$ cat src/rtl/cpu_pkg.sv
// rtl/cpu_pkg.sv - state encoding, ISA field constants and decode helper for cpu_ctrl
package cpu_pkg;

  // Sequencer states
  localparam logic [2:0] S_WAIT      = 3'd0;
  localparam logic [2:0] S_DECODE    = 3'd1;
  localparam logic [2:0] S_WRITE_IMM = 3'd2;
  localparam logic [2:0] S_GET_A     = 3'd3;
  localparam logic [2:0] S_GET_B     = 3'd4;
  localparam logic [2:0] S_ALU       = 3'd5;
  localparam logic [2:0] S_WRITE_RD  = 3'd6;

  // Opcode classes
  localparam logic [2:0] OPC_MOV = 3'b110;
  localparam logic [2:0] OPC_ALU = 3'b101;

  // Sub-operations within each opcode class
  localparam logic [1:0] OP_MOV_REG = 2'b00;
  localparam logic [1:0] OP_MOV_IMM = 2'b10;
  localparam logic [1:0] OP_ADD     = 2'b00;
  localparam logic [1:0] OP_CMP     = 2'b01;
  localparam logic [1:0] OP_AND     = 2'b10;
  localparam logic [1:0] OP_MVN     = 2'b11;

  // Writeback source selects
  localparam logic [1:0] VSEL_C    = 2'b00;
  localparam logic [1:0] VSEL_IMM8 = 2'b01;

  // State that follows DECODE for a given encoding; unsupported encodings go back to WAIT
  function automatic logic [2:0] decode_next(input logic [2:0] opcode, input logic [1:0] op);
    if (opcode == OPC_MOV && op == OP_MOV_IMM) return S_WRITE_IMM;
    if (opcode == OPC_MOV && op == OP_MOV_REG) return S_GET_B;
    if (opcode == OPC_ALU && op == OP_MVN)     return S_GET_B;
    if (opcode == OPC_ALU && (op == OP_ADD || op == OP_CMP || op == OP_AND)) return S_GET_A;
    return S_WAIT;
  endfunction

endpackage

$ cat src/rtl/instr_dec.sv
// rtl/instr_dec.sv - combinational split of the instruction register into its fields
module instr_dec
  import cpu_pkg::*;
(
  input  logic [15:0] ir,
  output logic [2:0]  opcode,
  output logic [1:0]  op,
  output logic [2:0]  rn,
  output logic [2:0]  rd,
  output logic [2:0]  rm,
  output logic [1:0]  shift,
  output logic [15:0] sximm8
);

  assign opcode = ir[15:13];
  assign op     = ir[12:11];
  assign rn     = ir[10:8];
  assign rd     = ir[7:5];
  assign rm     = ir[2:0];
  assign shift  = ir[4:3];
  assign sximm8 = {{8{ir[7]}}, ir[7:0]};

endmodule

$ cat src/rtl/cpu_ctrl.sv
// rtl/cpu_ctrl.sv - instruction register and Moore sequencer driving register file and datapath
module cpu_ctrl
  import cpu_pkg::*;
(
  input  logic        clk,
  input  logic        reset,
  input  logic [15:0] in,
  input  logic        load,
  input  logic        s,
  output logic        w,
  output logic [2:0]  readnum,
  output logic [2:0]  writenum,
  output logic        write,
  output logic        loada,
  output logic        loadb,
  output logic        loadc,
  output logic        loads,
  output logic        asel,
  output logic        bsel,
  output logic [1:0]  vsel,
  output logic [1:0]  shift,
  output logic [1:0]  ALUop,
  output logic [15:0] sximm8
);

  logic [2:0]  state;
  logic [2:0]  next_state;
  logic [15:0] ir;
  logic [2:0]  opcode;
  logic [1:0]  op;
  logic [2:0]  rn;
  logic [2:0]  rd;
  logic [2:0]  rm;

  instr_dec u_dec (
    .ir     (ir),
    .opcode (opcode),
    .op     (op),
    .rn     (rn),
    .rd     (rd),
    .rm     (rm),
    .shift  (shift),
    .sximm8 (sximm8)
  );

  // IR only accepts a new word while idle, so DECODE sees the word captured with s
  always_ff @(posedge clk or posedge reset) begin
    if (reset) begin
      state <= S_WAIT;
      ir    <= 16'h0000;
    end else begin
      if (state == S_WAIT && load) ir <= in;
      state <= next_state;
    end
  end

  // Next-state selection; only CMP skips the register writeback after the ALU step
  always_comb begin
    next_state = S_WAIT;
    case (state)
      S_WAIT:      next_state = s ? S_DECODE : S_WAIT;
      S_DECODE:    next_state = decode_next(opcode, op);
      S_GET_A:     next_state = S_GET_B;
      S_GET_B:     next_state = S_ALU;
      S_ALU:       next_state = (opcode == OPC_ALU && op == OP_CMP) ? S_WAIT : S_WRITE_RD;
      S_WRITE_IMM: next_state = S_WAIT;
      S_WRITE_RD:  next_state = S_WAIT;
      default:     next_state = S_WAIT;
    endcase
  end

  assign w    = (state == S_WAIT);
  assign bsel = 1'b0;

  // Moore strobes and selects, each state's strobe lives for exactly one cycle
  always_comb begin
    readnum  = 3'b000;
    writenum = 3'b000;
    write    = 1'b0;
    loada    = 1'b0;
    loadb    = 1'b0;
    loadc    = 1'b0;
    loads    = 1'b0;
    asel     = 1'b0;
    vsel     = VSEL_C;
    ALUop    = 2'b00;
    case (state)
      S_GET_A: begin
        readnum = rn;
        loada   = 1'b1;
      end
      S_GET_B: begin
        readnum = rm;
        loadb   = 1'b1;
      end
      S_ALU: begin
        loadc = 1'b1;
        ALUop = op;
        asel  = (opcode == OPC_MOV && op == OP_MOV_REG) || (opcode == OPC_ALU && op == OP_MVN);
        loads = (opcode == OPC_ALU && op == OP_CMP);
      end
      S_WRITE_RD: begin
        writenum = rd;
        vsel     = VSEL_C;
        write    = 1'b1;
      end
      S_WRITE_IMM: begin
        writenum = rn;
        vsel     = VSEL_IMM8;
        write    = 1'b1;
      end
      default: ;
    endcase
  end

endmodule

$ cat config.mk
export PLATFORM = sky130hd
export DESIGN_NAME = cpu_ctrl
export DESIGN_NICKNAME = d
export VERILOG_FILES = /design/src/rtl/cpu_pkg.sv /design/src/rtl/instr_dec.sv /design/src/rtl/cpu_ctrl.sv
export SDC_FILE = /design/constraint.sdc
export NUM_CORES = 1
export LEC_CHECK = 0
export BUFFER_PORTS_ARGS = -buffer_cell sky130_fd_sc_hd__buf_2
export CAP_MARGIN = 25
export CORE_ASPECT_RATIO = 0.9
export CORE_MARGIN = 2
export CORE_UTILIZATION = 46
export DETAILED_ROUTE_END_ITERATION = 8
export PLACE_DENSITY = 0.77
export SLEW_MARGIN = 10
export SYNTH_ARGS = -nofsm -noshare
export SYNTH_HDL_FRONTEND = slang
export SYNTH_SLANG_ARGS = --single-unit
$ cat constraint.sdc
create_clock -name clk -period 1.95 [get_ports clk]
set_clock_uncertainty 0.15 [all_clocks]
set_input_delay 0.0975 -clock clk [delete_from_list [all_inputs] [get_ports clk]]
set_output_delay 0.0975 -clock clk [all_outputs]
set_load 0.01 [all_outputs]
==> reports/metrics.cfg <==
[outcome]
status=completed

[yosys]
yosysTopAreaCell=dfrtp_1
syn_area_sq_mm=0.00121
synthArstFlopShare_pct=100
avgSynthCellArea_sq_um=11.9
synth_ff_type=dfrtp_1
yosysWarnings=0
yosysSeqAreaShare_pct=39.3
synth-edff-count=0
ys_types=30
yosys.area.top_type_share_pct=39.3
synth_area_leaders=dfrtp_1 39%, buf_4 12%, mux2_4 12%, mux2_2 5.6%, mux2i_1 3.3%
synthCells=102
synth-seq-cells=19

[route]
drtAntennaViolNets=0
drt_iter0_drc=13
viasPerCell=4.99
wirelength_mm=2.40
wl_per_cell_um=13.1
drtPass1Iterations=3
drc=0
vias=913

[setup_path]
cp-start-kind=flop
crit_fanout=16
endpoint_kind=output pin
worstPathRequired_ns=1.70
reg2reg_depth=3
rrSetupSlack_ns=0.24
crit_start=state[2]
r2r-start=state[1]
arrival_ns=1.56
critPathKind=reg2out

[power_and_ir_drop]
ir_drop_uv=908
p_total_uw=2160
powerDensity_mw_per_mm2=1410
p_leak_uw=0.000788

[cells_and_area]
final_cells=183
syn_to_final_growth_pct=26.5
diodes=0
nets=176
drive_gt1_share_pct=51.0

[clocking]
clockBufferDepth=2
cts_root_buffer=clkbuf_4
cts_tree=built
clock_sinks=19
cts_buffers=3
path_clk_slew_ns=0.11
cts-htree-levels=1
insertion_delay_ns=0.29

[grt]
antenna_found_initial=0
grt_max_degree=20
grt.overflow.total=0
grt_pass1_wl_mm=3.93
grt_pass1_vias=849
track_usage_pct=16.8

[placed_design]
globalplace.congestion=0.775
post-dp-hpwl_mm=1.64
dp_cells=161
pre_cts_ws_ns=0.250
port-buffer-count=53

[sta]
worst_pin_slew_ns=0.721
clock.fmax_mhz=555
finalSetupTns_ns=0
finalMaxSlewViolations=0
fin_ws_ns=0.147
fin_crit_sh_pct=92.4
max-slew-margin-rel_pct=51.9
setup_viol=0
rsz0062_at_grt=no
finalHoldViolCount=0
fin_crit_ns=1.80

[flow_run]
max-cap-violations=0

[worst_hold_path]
hold_path.class=in2reg
hp-start=load
holdPathStages=3

[floorplan]
start_util_pct=49.0
die_h_um=52.7
die-area_sq_mm=0.00306
core_area_sq_mm=0.00247
io_pins=56
die_x_um=58.1
row_count=17

what timing repair did:
action	4_1_cts	5_1_grt
setup buffers	0	0
hold buffers	18	0
endpoints found under the setup margin	0	4
hold endpoints to repair	36	0
resized for setup	0	2
layout by cell type (no fill, tap or decap), types with 2 or more instances in the layout:
cell type | synthesis | routed
buf_2 | 1 | 53
nor2_1 | 5 | 5
clkbuf_4 | 0 | 3
inv_1 | 3 | 3
conb_1 | 1 | 2
a22o_1 | 4 | 4
mux2i_1 | 4 | 4
nand2_1 | 2 | 2
nor2b_1 | 2 | 2
dlygate4sd3_1 | 0 | 18
nor3b_1 | 2 | 2
dfrtp_1 | 19 | 18
a21oi_1 | 2 | 2
nand4b_1 | 2 | 2
and2_1 | 3 | 3
mux2_4 | 10 | 10
buf_4 | 20 | 2
mux2_2 | 6 | 6
registers in the layout (all words and copies together) (netlist names):
signal and count:
state 3, ir 16
kinds of logic after synthesis:
kind of cell / Yosys count / share of synthesized area, %
flip-flops: 19 / 39.3
AND/OR/NAND/NOR: 24 / 14.2
other: 1 / 0.310
AO/OA/AOI/OAI: 10 / 6.41
multiplexers: 20 / 21.3
buffers and inverters: 28 / 18.5
critical path, stage by stage (launching register included):
cell	delay, ns
dfrtp_1	0.40
buf_4	0.24
nor3b_1	0.21
buf_4	0.16
a22o_1	0.13
buf_2	0.13
final cells by class:
cell class	count	area (sq um)
Sequential cell	19	477
Fill cell	189	937
Clock buffer	4	26.3
Timing Repair Buffer	73	460
Inverter	3	11.3
Tap cell	28	35.0
Multi-Input combinational cell	56	520
through the flow:
stage                     hold WS, ns  util (%)  cell area (sq um)
final                           0.216      62.0               1530
after global routing            0.217      62.0               1530
after CTS                       0.215      61.7               1520
after detailed placement        0.110      53.3               1320
after global placement         0.0938      53.3               1320
after floorplan                -0.101         -               1210
per-layer routing:
layer | global-route usage, % | wire [um] | vias to the layer above | part of all wire (%)
met5 | 0 | 0 | - | 0
met4 | 2.33 | 13 | 0 | 0.54
met3 | 3.21 | 103 | 2 | 4.3
met2 | 31.6 | 1230 | 29 | 51
met1 | 20.3 | 1050 | 439 | 44
li1 | - | - | 443 | -
cell usage after synthesis, types with 2 or more instances:
master	n
a21oi_1	2
a22o_1	4
and2_1	3
buf_4	20
buf_6	2
dfrtp_1	19
inv_1	3
mux2_2	6
mux2_4	10
mux2i_1	4
nand2_1	2
nand4b_1	2
nor2_1	5
nor2b_1	2
nor3b_1	2
nor3b_2	2
worst paths after layout:
| path | endpoint |
|---|---|
| setup / recovery | readnum[0] |
| hold / removal | ir[3] |
| setup reg to reg | ir[8] |
| hold reg to reg | ir[5] |
| max in group asynchronous | state[0] |
| min in group asynchronous | ir[4] |
report_power, final:
group          leakage, uW  internal (uW)  switching, uW  total, uW
clock            0.0000150           79.3            117        196
combinational     0.000547            633            502       1140
sequential        0.000225            591            239        830
No activity file was read; power rests on OpenSTA's default activity.
